File: config.mk
export PLATFORM = sky130hd
export DESIGN_NAME = half_adder
export DESIGN_NICKNAME = d
export VERILOG_FILES = /design/src/rtl/half_adder.sv
export SDC_FILE = /design/constraint.sdc
export NUM_CORES = 1
export LEC_CHECK = 0
export CORE_AREA = 3 3 40 42
export CTS_BUF_LIST = sky130_fd_sc_hd__clkbuf_16
export DETAILED_ROUTE_END_ITERATION = 16
export DIE_AREA = 0 0 43 45
export PLACE_DENSITY = 0.35
export SKIP_LAST_GASP = 1
export SYNTH_ARGS = -nofsm -noshare
export SYNTH_HDL_FRONTEND = slang
export SYNTH_SLANG_ARGS = --single-unit
File: constraint.sdc
create_clock -name clk -period 0.9 [get_ports clk]
set_input_delay 0.18 -clock clk [delete_from_list [all_inputs] [get_ports clk]]
set_output_delay 0.18 -clock clk [all_outputs]
set_load 0.05 [all_outputs]
File: src/rtl/half_adder.sv
// Purpose: registered, lane-parallel half adder (sum/carry per lane) with carry summary outputs.
// Latency: 1 cycle from accepted operand to out_valid; 1 result/cycle while out_ready=1.
// Backpressure: in_ready = !out_valid || out_ready; a stalled result holds all outputs.
//
// Ports:
//   clk, rst          rising-edge clock, synchronous active-high reset
//   in_valid/in_ready operand handshake; in1/in2 are WIDTH-bit operands, one bit per lane
//   out_valid/out_ready result handshake
//   out, car          per-lane sum (in1^in2) and carry (in1&in2)
//   carry_any         OR of car
//   carry_count       population count of car (0..WIDTH)
// Optional: define HA_STATS_EN to add xfer_count and carry_event_count (32-bit, wrapping).
module half_adder #(
  parameter  int WIDTH = 1,
  localparam int CNT_W = $clog2(WIDTH + 1)
) (
  input  logic             clk,
  input  logic             rst,
  input  logic             in_valid,
  output logic             in_ready,
  input  logic [WIDTH-1:0] in1,
  input  logic [WIDTH-1:0] in2,
  output logic             out_valid,
  input  logic             out_ready,
  output logic [WIDTH-1:0] out,
  output logic [WIDTH-1:0] car,
  output logic             carry_any,
  output logic [CNT_W-1:0] carry_count
`ifdef HA_STATS_EN
  ,
  output logic [31:0]      xfer_count,
  output logic [31:0]      carry_event_count
`endif
);

  logic             xfer;
  logic [WIDTH-1:0] sum_d;
  logic [WIDTH-1:0] car_d;
  logic [CNT_W-1:0] cnt_d;

  // Combinational ready lets a full register be replaced in the cycle it drains.
  assign in_ready = !out_valid || out_ready;
  assign xfer     = in_valid && in_ready;

  assign sum_d = in1 ^ in2;
  assign car_d = in1 & in2;

  always_comb begin
    cnt_d = '0;
    for (int i = 0; i < WIDTH; i++) begin
      cnt_d = cnt_d + CNT_W'(car_d[i]);
    end
  end

  // Data registers load only on a transfer, so operands presented without
  // in_valid (including unknown values) never reach the outputs.
  always_ff @(posedge clk) begin
    if (rst) begin
      out_valid   <= 1'b0;
      out         <= '0;
      car         <= '0;
      carry_any   <= 1'b0;
      carry_count <= '0;
    end else begin
      if (xfer) begin
        out_valid   <= 1'b1;
        out         <= sum_d;
        car         <= car_d;
        carry_any   <= |car_d;
        carry_count <= cnt_d;
      end else if (out_ready) begin
        out_valid <= 1'b0;
      end
    end
  end

`ifdef HA_STATS_EN
  always_ff @(posedge clk) begin
    if (rst) begin
      xfer_count        <= '0;
      carry_event_count <= '0;
    end else if (xfer) begin
      xfer_count <= xfer_count + 32'd1;
      if (|car_d) begin
        carry_event_count <= carry_event_count + 32'd1;
      end
    end
  end
`endif

endmodule

==> out/qor.yml <==
yosys-top-cells-area: "dfxtp_1, a21bo_1, a21oi_1, buf_4, nand2b_4"
grt_overflow: 0
ir_worst_vdd_mv: 1.01
n_antenna_cell: 0
reg2reg_depth: 4
slew_violations: 0
grt_pass1_wl_um: 717
grtUsageTotal: 0.0541
core-area_um2: 1280
drc: 0
cp_max_fo: 2
path_class: "reg -> out"
period_minus_slack_ps: 978
rsz0062_at_grt: "true"
start_kind: "register"
yosys.area.top_type: "dfxtp_1"
fin_ws_ps: -77.7
final_nets: 38
htreeDepth: 1
avgRoutedWirePerCell_um: 10.7
min_period_over_period: 1.09
ys_seq_elements: 3
dr.pass1.iters: 1
total_power_w: 0.00100
ant_nets: 0
clkTransAtPathRegs_ps: 30
antenna_found_initial: 0
hold_viol: 0
drive_gt1_frac: 0.567
num_vias: 156
dieWidth_um: 43
worstSetupEndpointType: "primary output"
drt_iter0_markers: 0
hold_ws_ps: 515
io_pins: 12
finalWeightedCongestion: 0.676
synth_area_um2: 150
cts.sinks: 3
drt-total-wl_um: 480
numCtsBuffers: 3
p_leak_nw: 0.186
cts_buffer_depth: 2
insertion_delay_ps: 220
violations: "negative setup slack"
synth-seq-area-share: 0.400
synth_top_area_frac: 0.400
dp_hpwl_um: 312
fmax_mhz: 1020
worstHoldPathCells: 4
grt_max_degree: 6
syn_nets: 22
worst_pin_slew_ps: 188
viasPerCell: 3.47
ctsRootBufferMaster: "clkbuf_16"
synthesis.instances: 15
initial_core_util: 0.117
die_area_um2: 1940
min-delay-path-class: "in -> reg"
p_per_area_nw_per_um2: 2320
arrival_ps: 800
fp.dieH_um: 45
io_buffer_count: 11
first_global_vias: 169
cap_violations: 0
cts_hold_buf: 0
status: "finished with violations"
syn_to_final_growth_pct: 188
cts_tree: "built"
setup_viol: 6
rows: 13
slew_headroom: 0.874
yosys_warnings: 0
skew_ps: 2.23
avgSynthCellArea_um2: 10.0
synth_cell_types: 8
worstPathRequired_ps: 720
## placed cells by master (no fill, tap or decap), drive strengths merged
cell	n
a21bo	2
ha	1
clkdlybuf4s50	4
a21oi	3
dfxtp	3
inv	2
nand2b	1
nand3	2
clkbuf	3
buf	8
dlygate4sd2	1
## final timing paths
path / endpoint / slack [ps] / from
max: in_ready / -80 / out_valid$_SDFFE_PP0P_
min: out_valid$_SDFFE_PP0P_ / 520 / out_ready
max reg2reg: out$_SDFFE_PP0P_ / -40 / out_valid$_SDFFE_PP0P_
min reg2reg: out$_SDFFE_PP0P_ / 600 / out$_SDFFE_PP0P_
## metal layers
| layer | vias up | global-route usage | share of wire |
|---|---|---|---|
| li1 | 79 | - | - |
| met1 | 65 | 0.0675 | 0.49 |
| met2 | 12 | 0.0629 | 0.40 |
| met3 | 0 | 0.0279 | 0.10 |
| met4 | 0 | 0.0542 | 0 |
| met5 | - | 0 | 0 |
## logic make-up (layout without fill, tap and decap cells)
family,count (synthesis),count (layout),share of synthesized area
compound gates,5,5,0.233
fa+ha+maj,1,1,0.0833
buf+inv,3,18,0.125
flops,3,3,0.400
simple gates,3,3,0.158
## synth_stat cells (all sizes together)
cell type,count
ha,1
nand3,2
inv,1
buf,2
a21oi,3
dfxtp,3
nand2b,1
a21bo,2
## through the flow
stage	cells	area (um^2)	util	setup TNS [ps]	worst slack, ps
after global routing	45	433	0.337	-418	-97.0
after CTS	45	425	0.331	-285	-86.6
final	45	433	0.337	-245	-77.7
after floorplan	15	159	-	-123	-61.5
after global placement	39	333	0.259	-781	-258
after detailed placement	39	333	0.259	-785	-228
## power breakdown
group          internal, W  switching (W)
sequential        0.000140      0.0000124
clock             0.000573       0.000119
combinational    0.0000854      0.0000737
total             0.000798       0.000205
## flip-flops by register name (all words and copies together), names as in the netlist
| signal | cells |
|---|---|
| out | 1 |
| out_valid | 1 |
| carry_count | 1 |
## area by class of cell
type,count,area (um^2)
timing repair buffer,13,184
clock inverter,1,3.75
inverter,1,3.75
clock buffer,3,75.1
fill,136,852
tap,15,18.8
sequential,3,68.8
multi-input combinational,9,78.8
## repair_timing
item,CTS,global route
setup buffers,2,0
endpoints found under the setup margin,7,7
gates resized for setup,1,2
pin swaps,0,1
## critical path, cell delays in order (launching register included)
cell	delay [ps]
dfxtp_4	360
nand2b_4	70
buf_12	150
Note: power is estimated with default switching activity, not from simulation.
